--- config.mk ---
export PLATFORM = sky130hd
export DESIGN_NAME = instruction_fetch_flat
export DESIGN_NICKNAME = d
export VERILOG_FILES = /design/src/rtl/instruction_fetch_if.sv /design/src/rtl/instruction_fetch.sv /design/src/flat_wrapper.sv
export SDC_FILE = /design/constraint.sdc
export NUM_CORES = 1
export LEC_CHECK = 0
export BUFFER_PORTS_ARGS = -buffer_cell sky130_fd_sc_hd__buf_2
export CORE_ASPECT_RATIO = 1.5
export CORE_MARGIN = 5
export CORE_UTILIZATION = 55
export CTS_BUF_LIST = sky130_fd_sc_hd__clkbuf_2
export DETAILED_ROUTE_END_ITERATION = 6
export PLACE_DENSITY = 0.82
export REMOVE_ABC_BUFFERS = 1
export SKIP_LAST_GASP = 1
export SLEW_MARGIN = 20
export SYNTH_ARGS = -nofsm -noshare
export SYNTH_HDL_FRONTEND = slang
export SYNTH_SLANG_ARGS = --single-unit
--- constraint.sdc ---
create_clock -name clk -period 6.67 [get_ports clk]
set_input_delay 1.334 -clock clk [delete_from_list [all_inputs] [get_ports clk]]
set_output_delay 1.334 -clock clk [all_outputs]
set_load 0.1 [all_outputs]
--- src/rtl/instruction_fetch_if.sv ---
// instruction_fetch_if: fetch-side bus grouping instruction memory, decode handshake and redirect
interface instruction_fetch_if;
    logic [31:0] imem_address;
    logic [31:0] imem_data;
    logic [31:0] instr;
    logic [31:0] instr_pc;
    logic        instr_valid;
    logic        instr_ready;
    logic        branch_taken;
    logic [31:0] branch_target;
    logic        halted;
    modport master (
        output imem_address, instr, instr_pc, instr_valid, halted,
        input  imem_data, instr_ready, branch_taken, branch_target
    );
    modport slave (
        input  imem_address, instr, instr_pc, instr_valid, halted,
        output imem_data, instr_ready, branch_taken, branch_target
    );
endinterface

--- src/rtl/instruction_fetch.sv ---
// instruction_fetch: PC owner and prefetch queue feeding decode; FETCH_HALT_EN stops fetch on a zero word
module instruction_fetch #(
    parameter logic [31:0] RESET_PC = 32'h0000_0000,
    parameter int          DEPTH    = 2
) (
    input logic                 clk,
    input logic                 reset,
    instruction_fetch_if.master bus
);
    localparam int PW = $clog2(DEPTH);
    localparam int CW = $clog2(DEPTH + 1);
    logic [31:0]   pc_q, pc_d;
    logic [31:0]   word_q [DEPTH];
    logic [31:0]   word_d [DEPTH];
    logic [31:0]   addr_q [DEPTH];
    logic [31:0]   addr_d [DEPTH];
    logic [PW-1:0] head_q, head_d, tail_q, tail_d;
    logic [CW-1:0] count_q, count_d;
    logic          halt_q, halt_d;
    logic          pop, push, hit, enq;
    // Queue bookkeeping; a redirect flushes everything and suppresses that cycle's push and pop
    always_comb begin
        pop  = (count_q != '0) && bus.instr_ready;
        push = !halt_q && ((count_q != CW'(DEPTH)) || pop) && !bus.branch_taken;
`ifdef FETCH_HALT_EN
        hit  = push && (bus.imem_data == 32'h0);
`else
        hit  = 1'b0;
`endif
        enq  = push && !hit;
        word_d = word_q;
        addr_d = addr_q;
        if (enq) begin
            word_d[tail_q] = bus.imem_data;
            addr_d[tail_q] = pc_q;
        end
        pc_d    = bus.branch_taken ? (bus.branch_target & ~32'h3) : enq ? pc_q + 32'd4 : pc_q;
        head_d  = bus.branch_taken ? '0 : head_q + PW'(pop);
        tail_d  = bus.branch_taken ? '0 : tail_q + PW'(enq);
        count_d = bus.branch_taken ? '0 : count_q + CW'(enq) - CW'(pop);
        halt_d  = !bus.branch_taken && (halt_q || hit);
    end
    // State registers; queue storage needs no reset since count gates its visibility
    always_ff @(posedge clk) begin
        word_q <= word_d;
        addr_q <= addr_d;
        if (reset) begin
            pc_q    <= RESET_PC & ~32'h3;
            head_q  <= '0;
            tail_q  <= '0;
            count_q <= '0;
            halt_q  <= 1'b0;
        end else begin
            pc_q    <= pc_d;
            head_q  <= head_d;
            tail_q  <= tail_d;
            count_q <= count_d;
            halt_q  <= halt_d;
        end
    end
    assign bus.imem_address = pc_q;
    assign bus.instr_valid  = count_q != '0;
    assign bus.instr        = (count_q != '0) ? word_q[head_q] : 32'h0;
    assign bus.instr_pc     = (count_q != '0) ? addr_q[head_q] : 32'h0;
`ifdef FETCH_HALT_EN
    assign bus.halted = halt_q;
`else
    assign bus.halted = 1'b0;
`endif
endmodule
--- src/flat_wrapper.sv ---
// flat-port wrapper written by rule: the top's interface ports become plain ports
module instruction_fetch_flat 
#(
    parameter logic [31:0] RESET_PC = 32'h0000_0000,
    parameter int          DEPTH    = 2
)
  (clk, reset, bus_imem_address, bus_instr, bus_instr_pc, bus_instr_valid, bus_halted, bus_imem_data, bus_instr_ready, bus_branch_taken, bus_branch_target);
  instruction_fetch_if bus_i ();
  input logic clk;
  input logic reset;
  output wire logic [$bits(bus_i.imem_address)-1:0] bus_imem_address;
  output wire logic [$bits(bus_i.instr)-1:0] bus_instr;
  output wire logic [$bits(bus_i.instr_pc)-1:0] bus_instr_pc;
  output wire logic [$bits(bus_i.instr_valid)-1:0] bus_instr_valid;
  output wire logic [$bits(bus_i.halted)-1:0] bus_halted;
  input wire logic [$bits(bus_i.imem_data)-1:0] bus_imem_data;
  input wire logic [$bits(bus_i.instr_ready)-1:0] bus_instr_ready;
  input wire logic [$bits(bus_i.branch_taken)-1:0] bus_branch_taken;
  input wire logic [$bits(bus_i.branch_target)-1:0] bus_branch_target;
  assign bus_imem_address = bus_i.imem_address;
  assign bus_instr = bus_i.instr;
  assign bus_instr_pc = bus_i.instr_pc;
  assign bus_instr_valid = bus_i.instr_valid;
  assign bus_halted = bus_i.halted;
  assign bus_i.imem_data = bus_imem_data;
  assign bus_i.instr_ready = bus_instr_ready;
  assign bus_i.branch_taken = bus_branch_taken;
  assign bus_i.branch_target = bus_branch_target;
  instruction_fetch #(.RESET_PC(RESET_PC), .DEPTH(DEPTH)) u_core (.clk(clk), .reset(reset), .bus(bus_i));
endmodule
==> impl_metrics.json, run 1 <==
{
  "ys.flop_type": "edfxtp_1",
  "gp_congestion": 0.852,
  "clkLatencyLatePin_ns": 0.68,
  "ios": 166,
  "drt-wirelength-per-cell_um": 17.2,
  "finalCritPeriodShare_pct": 57.9,
  "synth_top_area_cell": "edfxtp_1",
  "grt_overflow": 0,
  "synth.yosys.warnings": 0,
  "p_leak_nw": 3.01,
  "synth-edff-count": 124,
  "path_cells": "nor2_4, buf_4, nor2_1, buf_2",
  "drt_pass1_iterations": 4,
  "relSlewSlack_pct": 39.2,
  "viasPerCell": 5.33,
  "cts_buffers": 17,
  "slowest_delay_ns": 0.51,
  "nets": 718,
  "status": "finished clean",
  "yosysUniqueCellTypes": 35,
  "cts_resized": 0,
  "p_per_area_nw_per_um2": 283,
  "p_sw_share_pct": 36.5,
  "setup_viol": 0,
  "clock_skew_ns": 0.0219,
  "grtUsageTotal_pct": 19.7,
  "portBuffers": 158,
  "drv_slew": 0,
  "antenna_found_initial": 1,
  "clkPwrFrac_pct": 23.6,
  "cts_root_buf": "clkbuf_2",
  "yosysMostFrequentCell": "edfxtp_1",
  "setup_tns_ns": 0,
  "fmax_mhz": 259,
  "worst_path_max_delay_cell": "nor2_4",
  "grt_pass1_wl_um": 21700,
  "die_h_um": 144,
  "syn_avg_cell_area_um2": 13.4,
  "fp.dieW_um": 99.2,
  "cts_tree": "done",
  "grt_max_degree": 64,
  "crit_type": "flip-flop to primary output",
  "rsz0062_at_grt": "no",
  "synth_top_area_share_pct": 56.7,
  "place_area_um2": 7490,
  "postLayoutCellArea_um2": 7770,
  "synthArstFlopShare_pct": 0,
  "pwr-share-seq_pct": 53.0,
  "netlist_instances": 490,
  "cts_setup_buffers": 0,
  "drt_wl_total_um": 13900,
  "final_antenna_net_count": 0,
  "netlist_top_cells_area": "edfxtp_1 (57%), dfxtp_1 (11%), mux2i_1 (9.6%)",
  "first_global_vias": 4447,
  "vias": 4331,
  "start_util_pct": 55.5,
  "dr.first_iter.drc_count": 221,
  "finalHoldViolCount": 0,
  "cp-start-kind": "flip-flop",
  "clock_sinks": 159,
  "cts_buffer_depth": 2,
  "cts_hold_buffers": 0,
  "netlist_top_cells_count": "edfxtp_1 (124), nor2_1 (92), mux2i_1 (63)",
  "ys_ff_latch": 159,
  "dieArea_um2": 14300,
  "critPathCaptureType": "primary output",
  "vdd_drop_max_mv": 0.153,
  "worstMarginPinSlew_ns": 0.913,
  "hp-class": "flip-flop to flip-flop",
  "critical_path_arrival_ns": 2.53,
  "hpwl_um": 9280,
  "required_ns": 5.34,
  "ys_seq_area_share_pct": 67.4,
  "rows": 49,
  "holdWs_ns": 0.543,
  "post-route-min-period_ns": 3.86,
  "crit_fanout": 40,
  "combPwrFrac_pct": 23.4,
  "syn2layout_area_growth_pct": 18.4,
  "power_switching_uw": 802,
  "syn_area_um2": 6570,
  "core_area_um2": 11800,
  "h-tree-depth": 4,
  "drive_above_1_share_pct": 30.9,
  "drc_errors": 0,
  "internal-power_mw": 1.40,
  "cap_violations": 0,
  "clkTransAtPathRegs_ns": 0.24
}
-- logic make-up after synthesis --
logic type / after synthesis / share of synthesized area [%]
flip-flops: 159 / 67.4
AND/OR/NAND/NOR: 158 / 11.7
multiplexers: 63 / 9.61
buffers and inverters: 38 / 2.46
AO/OA/AOI/OAI: 36 / 3.81
XOR/XNOR: 30 / 4.00
adder cells (fa/ha/maj): 5 / 0.953
other: 1 / 0.0571
-- routing by layer --
layer / vias to the layer above / track usage (%) / part of all wire, %
li1: 2105 / - / -
met1: 2064 / 20.9 / 36
met2: 140 / 35.9 / 56
met3: 22 / 5.44 / 5.7
met4: 0 / 9.35 / 2.0
met5: - / 0 / 0
-- metrics by stage --
stage	power (mW)	instances	utilization, %	setup WS, ns
6_report	2.20	812	65.7	2.81
5_1_grt	2.29	812	65.7	2.50
4_1_cts	2.22	810	65.4	2.57
3_5_place_dp	1.70	778	63.3	3.33
3_3_place_gp	1.69	778	63.3	3.37
2_1_floorplan	1.60	464	-	1.54
-- area by class of cell --
cell class | instances | area (um^2)
sequential | 159 | 4430
multi-input combinational | 297 | 2030
tap | 153 | 191
fill | 927 | 4060
timing repair buffer | 162 | 841
clock buffer | 18 | 90.1
clock inverter | 14 | 160
antenna | 1 | 2.50
inverter | 8 | 30.0
-- worst paths after layout --
check        slack (ns)                                startpoint  cells after the start                                  endpoint
max                2.81              u_core.count_q[1]$_SDFF_PP0_                      4                          bus_instr_pc[23]
min                0.54  u_core.bus.imem_address[13]$_SDFFE_PP0P_                      0               u_core.addr_q[13]$_DFFE_PP_
max reg2reg        4.20   u_core.bus.imem_address[2]$_SDFFE_PP0P_                      5  u_core.bus.imem_address[30]$_SDFFE_PP0P_
min reg2reg        0.54  u_core.bus.imem_address[13]$_SDFFE_PP0P_                      0               u_core.addr_q[13]$_DFFE_PP_
-- flip-flops by register name, summed over array words and instances, names as in the netlist --
signal / count
u_core.addr_q: 60
u_core.tail_q: 1
u_core.head_q: 1
u_core.halt_q: 1
u_core.count_q: 2
u_core.word_q: 64
u_core.bus.imem_address: 30
-- power by group through the flow --
| stage | sequential, mW | combinational, mW | clock (mW) |
|---|---|---|---|
| after global placement | 1.19 | 0.507 | 0 |
| after floorplan | 1.27 | 0.323 | 0 |
| after CTS | 1.17 | 0.514 | 0.536 |
| after global routing | 1.17 | 0.538 | 0.584 |
| after detailed placement | 1.19 | 0.513 | 0 |
| final | 1.17 | 0.515 | 0.519 |
-- layout by cell type, fill, tap and decap left out, types with 6 or more instances in the layout --
master	count
dfxtp_1	34
xor2_1	23
nor3_1	8
nand3_1	11
a211oi_1	20
xnor2_1	7
and3_1	7
clkbuf_2	18
mux2i_1	63
inv_1	8
o21ai_0	6
nor2_1	91
edfxtp_1	124
nand4_1	14
buf_2	158
nand2_1	9
-- worst max-delay path: cells and delay by family, from the launching register on --
family,cells,cell delay [ns]
simple gates,2,0.63
flops,1,0.40
buf+inv,2,0.79
Power figures use the tool's default switching activity.
==> inputs of run 2 (changes only) <==
--- a/config.mk
+++ b/config.mk
@@ -5,6 +5,7 @@
 export SDC_FILE = /design/constraint.sdc
 export NUM_CORES = 1
 export LEC_CHECK = 0
+export ABC_AREA = 1
 export BUFFER_PORTS_ARGS = -buffer_cell sky130_fd_sc_hd__buf_2
 export CORE_ASPECT_RATIO = 1.5
 export CORE_MARGIN = 5
==> constraint.sdc (replaced) <==
create_clock -name clk -period 3.8 [get_ports clk]
set_input_delay 0.76 -clock clk [delete_from_list [all_inputs] [get_ports clk]]
set_output_delay 0.76 -clock clk [all_outputs]
set_load 0.1 [all_outputs]
==> impl_metrics.json, run 2 <==
{
  "status": "finished clean",
  "fill_cells": 1045,
  "min_to": "u_core.word_q[1]$_DFFE_PP_",
  "fp.dieW_um": 102,
  "first_global_vias": 5316,
  "final_antenna_net_count": 0,
  "vias": 5565,
  "yosysUniqueCellTypes": 33,
  "drive_above_1_share_pct": 25.0,
  "ys_seq_area_share_pct": 63.1,
  "grt_max_degree": 65,
  "hpwl_um": 11300,
  "clkLatencyLatePin_ns": 0.68,
  "cts_tree": "done",
  "clkTransAtPathRegs_ns": 0.22,
  "layout_common_cells": "nand2_1 (249), buf_2 (158), edfxtp_1 (124), a21oi_1 (90), nor2_1 (61)",
  "hp-start": "bus_imem_data[1]",
  "worstReg2RegStart": "u_core.count_q[0]$_SDFF_PP0_",
  "largest_reg_flops": 64,
  "syn_avg_cell_area_um2": 9.52,
  "h-tree-depth": 4,
  "yosysMostFrequentCell": "nand2_1",
  "required_ns": 3.04,
  "combPwrFrac_pct": 22.6,
  "relSlewSlack_pct": 55.0,
  "clkPwrFrac_pct": 23.4,
  "layout_commonest_cell": "nand2_1",
  "vdd_drop_max_mv": 0.193,
  "nets": 964,
  "drc_errors": 0,
  "drt-wirelength-per-cell_um": 15.6,
  "holdPathStages": 1,
  "cap_violations": 0,
  "syn2layout_area_growth_pct": 16.9,
  "netlist_instances": 736,
  "internal-power_mw": 2.42,
  "worstRegToRegCells": 8,
  "netlist_top_cells_area": "edfxtp_1 (53%), nand2_1 (13%), dfxtp_1 (10%)",
  "design_power_total_mw": 3.77,
  "top_register": "u_core.word_q",
  "gp_congestion": 0.890,
  "cts_hold_buffers": 0,
  "holdWs_ns": 0.251,
  "clock_skew_ns": 0.0266,
  "setup_tns_ns": 0,
  "worstMarginPinSlew_ns": 0.675,
  "cts_root_buf": "clkbuf_2",
  "post-route-min-period_ns": 3.29,
  "layout.cells.non_filler": 1061,
  "cts_resized": 0,
  "r2r_end": "u_core.word_q[16]$_DFFE_PP_",
  "ios": 166,
  "fmax_mhz": 304,
  "place_area_um2": 7960,
  "crit_fanout": 52,
  "power_switching_mw": 1.35,
  "antenna_found_initial": 1,
  "synth_top_area_cell": "edfxtp_1",
  "ys.flop_type": "edfxtp_1",
  "setup_viol": 0,
  "multi_input_area_um2": 2260,
  "drt_wl_total_um": 16500,
  "syn_area_um2": 7010,
  "cp-start-kind": "flip-flop",
  "p_per_area_nw_per_um2": 461,
  "viasPerCell": 5.25,
  "pwr-share-seq_pct": 54.0,
  "cts_buffers": 17,
  "p_sw_share_pct": 35.8,
  "rsz0062_at_grt": "no",
  "grt_pass1_wl_um": 25600,
  "dr.first_iter.drc_count": 294,
  "crit_type": "flip-flop to primary output",
  "start_util_pct": 56.0,
  "netlist_top_cells_count": "nand2_1 (249), edfxtp_1 (124), a21oi_1 (90)",
  "hp-class": "input pin to flip-flop",
  "grt_overflow": 0,
  "critPathCaptureType": "primary output",
  "ff2ff_setup_slack_ns": 1.46,
  "rows": 50,
  "drt_pass1_iterations": 5,
  "synth-edff-count": 124,
  "finalHoldViolCount": 0,
  "ys_ff_latch": 159,
  "clock_sinks": 159,
  "cts_setup_buffers": 0,
  "critical_path_arrival_ns": 2.53,
  "synth_top_area_share_pct": 53.1,
  "grtUsageTotal_pct": 22.0,
  "synth.yosys.warnings": 0,
  "finalCritPeriodShare_pct": 86.5,
  "cts_buffer_depth": 2,
  "die_h_um": 148,
  "register_area_um2": 4430,
  "p_leak_nw": 3.39,
  "core_area_um2": 12500,
  "drv_slew": 0,
  "portBuffers": 158,
  "postLayoutCellArea_um2": 8190,
  "synthArstFlopShare_pct": 0,
  "place_inst": 1028,
  "dieArea_um2": 15100
}
-- run 2: layout make-up --
class	instances	area share (%)
sequential	159	54.0
timing repair buffer	166	10.8
antenna	1	0.0305
multi-input combinational	498	27.6
tap	156	2.38
clock buffer	19	1.16
inverter	49	2.28
clock inverter	13	1.68
-- run 2: cell families after synthesis --
kind of cell             Yosys count  synth area share [%]
AND/OR/NAND/NOR                  356                  20.7
AO/OA/AOI/OAI                    123                  9.09
XOR/XNOR                           9                  1.12
adder cells (fa/ha/maj)            5                 0.893
other                              1                0.0535
flip-flops                       159                  63.1
buffers and inverters             83                  4.98
-- run 2: worst max-delay path by stage --
stage | endpoint | start
6_report | bus_instr[23] | u_core.head_q$_SDFF_PP0_
3_3_place_gp | u_core.addr_q[26]$_DFFE_PP_ | bus_instr_ready
4_1_cts | bus_instr_pc[21] | u_core.head_q$_SDFF_PP0_
3_5_place_dp | u_core.word_q[9]$_DFFE_PP_ | bus_instr_ready
2_1_floorplan | bus_instr[0] | u_core.count_q[1]$_SDFF_PP0_
5_1_grt | bus_instr_pc[10] | u_core.head_q$_SDFF_PP0_
-- run 2: per-layer routing --
| metal | vias to the layer above | part of all wire (%) | track usage, % |
|---|---|---|---|
| met5 | - | 0 | 0 |
| met4 | 0 | 3.9 | 11.4 |
| met3 | 47 | 5.2 | 3.57 |
| met2 | 203 | 54 | 39.5 |
| met1 | 2567 | 37 | 24.5 |
| li1 | 2748 | - | - |
-- run 2: stage by stage --
stage	setup WS [ns]	util, %
after floorplan	-0.547	-
after global placement	1.04	63.6
after detailed placement	1.01	63.6
after CTS	0.465	65.5
after global routing	0.288	65.5
final	0.513	65.5
-- run 2: power by group through the flow --
stage / clock, mW / combinational (mW) / sequential, mW
after CTS: 0.907 / 0.857 / 2.03
after floorplan: 0 / 0.535 / 2.20
final: 0.884 / 0.853 / 2.04
after global routing: 0.985 / 0.896 / 2.05
after detailed placement: 0 / 0.855 / 2.07
after global placement: 0 / 0.846 / 2.07
-- run 2: critical path, stage by stage (launching register included) --
cell,delay [ns]
dfxtp_2,0.38
inv_2,0.16
buf_4,0.50
nand2_1,0.10
a21oi_1,0.19
buf_2,0.46
==> inputs of run 3 (changes only) <==
--- a/config.mk
+++ b/config.mk
@@ -9,10 +9,10 @@
 export BUFFER_PORTS_ARGS = -buffer_cell sky130_fd_sc_hd__buf_2
 export CORE_ASPECT_RATIO = 1.5
 export CORE_MARGIN = 5
-export CORE_UTILIZATION = 55
+export CORE_UTILIZATION = 48
 export CTS_BUF_LIST = sky130_fd_sc_hd__clkbuf_2
 export DETAILED_ROUTE_END_ITERATION = 6
-export PLACE_DENSITY = 0.82
+export PLACE_DENSITY = 0.73
 export REMOVE_ABC_BUFFERS = 1
 export SKIP_LAST_GASP = 1
 export SLEW_MARGIN = 20
==> impl_metrics.json, run 3 (synthesis gave the netlist of run 2 again) <==
{
  "clkTransAtPathRegs_ns": 0.24,
  "fmax_mhz": 309,
  "viasPerCell": 5.01,
  "rsz0062_at_grt": "no",
  "cts_buffer_depth": 2,
  "drt-wirelength-per-cell_um": 15.2,
  "clkPwrFrac_pct": 22.9,
  "grt_overflow": 0,
  "power_switching_mw": 1.38,
  "cts_tree": "done",
  "core_area_um2": 14500,
  "h-tree-depth": 4,
  "p_leak_nw": 3.39,
  "syn2layout_area_growth_pct": 17.3,
  "crit_type": "flip-flop to primary output",
  "portBuffers": 158,
  "drt_wl_total_um": 16700,
  "dp_slack_ns": 1.05,
  "grtUsageTotal_pct": 19.7,
  "place_area_um2": 7990,
  "cap_violations": 0,
  "final_antenna_net_count": 0,
  "pwr-share-seq_pct": 54.3,
  "setup_viol": 0,
  "combPwrFrac_pct": 22.7,
  "drv_slew": 0,
  "cts_resized": 0,
  "hp-class": "input pin to flip-flop",
  "worstMarginPinSlew_ns": 0.699,
  "clkLatencyLatePin_ns": 0.68,
  "post-route-min-period_ns": 3.23,
  "p_per_area_nw_per_um2": 456,
  "clock_sinks": 159,
  "multi_input_area_um2": 2260,
  "status": "finished clean",
  "layout_commonest_cell": "nand2_1",
  "cts_hold_buffers": 0,
  "grt_max_degree": 65,
  "crit_fanout": 64,
  "first_global_vias": 5225,
  "drive_above_1_share_pct": 25.3,
  "ff2ff_setup_slack_ns": 1.47,
  "fin_util_pct": 56.8,
  "clock_skew_ns": 0.0341,
  "internal-power_mw": 2.37,
  "cp-start-kind": "flip-flop",
  "start_util_pct": 48.5,
  "critPathCaptureType": "primary output",
  "cts_root_buf": "clkbuf_2",
  "layout_common_cells": "nand2_1 (249), buf_2 (158), edfxtp_1 (124), a21oi_1 (90), nor2_1 (61)",
  "setup_slack_ns": 0.566,
  "fill_cells": 1296,
  "die_h_um": 158,
  "required_ns": 3.04,
  "drc_errors": 0,
  "dieArea_um2": 17200,
  "nets": 965,
  "vias": 5516,
  "vdd_drop_max_mv": 0.177,
  "postLayoutCellArea_um2": 8220,
  "largest_reg_flops": 64,
  "finalHoldViolCount": 0,
  "register_area_um2": 4430,
  "relSlewSlack_pct": 53.4,
  "fp.dieW_um": 109,
  "rows": 54,
  "grt_pass1_wl_um": 25900,
  "drt_pass1_iterations": 5,
  "cts_buffers": 17,
  "finalCritPeriodShare_pct": 85.1,
  "top_register": "u_core.word_q",
  "ios": 166,
  "hpwl_um": 11200,
  "critical_path_arrival_ns": 2.47,
  "p_sw_share_pct": 36.8,
  "cts_setup_buffers": 0,
  "dr.first_iter.drc_count": 327,
  "gp_congestion": 0.873,
  "antenna_found_initial": 1
}
## run 3: cell types whose count changed in the layout (fill, tap and decap cells not counted), sizes merged
| cell | delta |
|---|---|
| inv | +2 |
| buf | +1 |
| bufinv | -1 |
| clkinvlp | -1 |
## run 3: worst paths after layout
kind                                start                           to  depth (start not counted)
max              u_core.head_q$_SDFF_PP0_             bus_instr_pc[28]                          4
min                     bus_imem_data[13]  u_core.word_q[45]$_DFFE_PP_                          1
max reg2reg  u_core.count_q[0]$_SDFF_PP0_   u_core.word_q[7]$_DFFE_PP_                          8
min reg2reg      u_core.halt_q$_SDFF_PP0_     u_core.halt_q$_SDFF_PP0_                          2
## run 3: metrics by stage
stage / power (mW) / hold slack [ns] / std cells / TNS, ns
finish: 3.75 / 0.239 / 1102 / 0
global route: 3.92 / 0.129 / 1102 / 0
CTS: 3.79 / 0.146 / 1101 / 0
detailed placement: 2.93 / 0.460 / 1069 / 0
global placement: 2.92 / 0.443 / 1069 / 0
floorplan: 2.74 / 0.435 / 706 / -34.37
## run 3: final cells by class
cell class	instances	area share, %
tap	196	2.98
inverter	49	2.27
timing repair buffer	167	10.6
clock inverter	13	1.58
clock buffer	19	1.16
sequential	159	53.9
multi-input combinational	498	27.5
antenna	1	0.0305
## run 3: metal layers
| metal | up-vias | GRT usage (%) | wire length [um] |
|---|---|---|---|
| met5 | - | 0 | 0 |
| met4 | 0 | 7.22 | 208 |
| met3 | 14 | 4.20 | 1030 |
| met2 | 180 | 35.8 | 9020 |
| met1 | 2572 | 22.5 | 6440 |
| li1 | 2750 | - | - |
## run 3: power by group through the flow
stage	Sequential (mW)	Combinational (mW)	Clock, mW
floorplan	2.20	0.535	0
global placement	2.07	0.848	0
detailed placement	2.07	0.856	0
CTS	2.03	0.857	0.895
global route	2.04	0.897	0.981
finish	2.03	0.852	0.860
## run 3: worst max-delay path: stages, from the launching register on
cell and delay [ns]:
dfxtp_2 0.38, buf_4 0.57, nand2_1 0.10, a21oi_1 0.27
buf_2 0.48
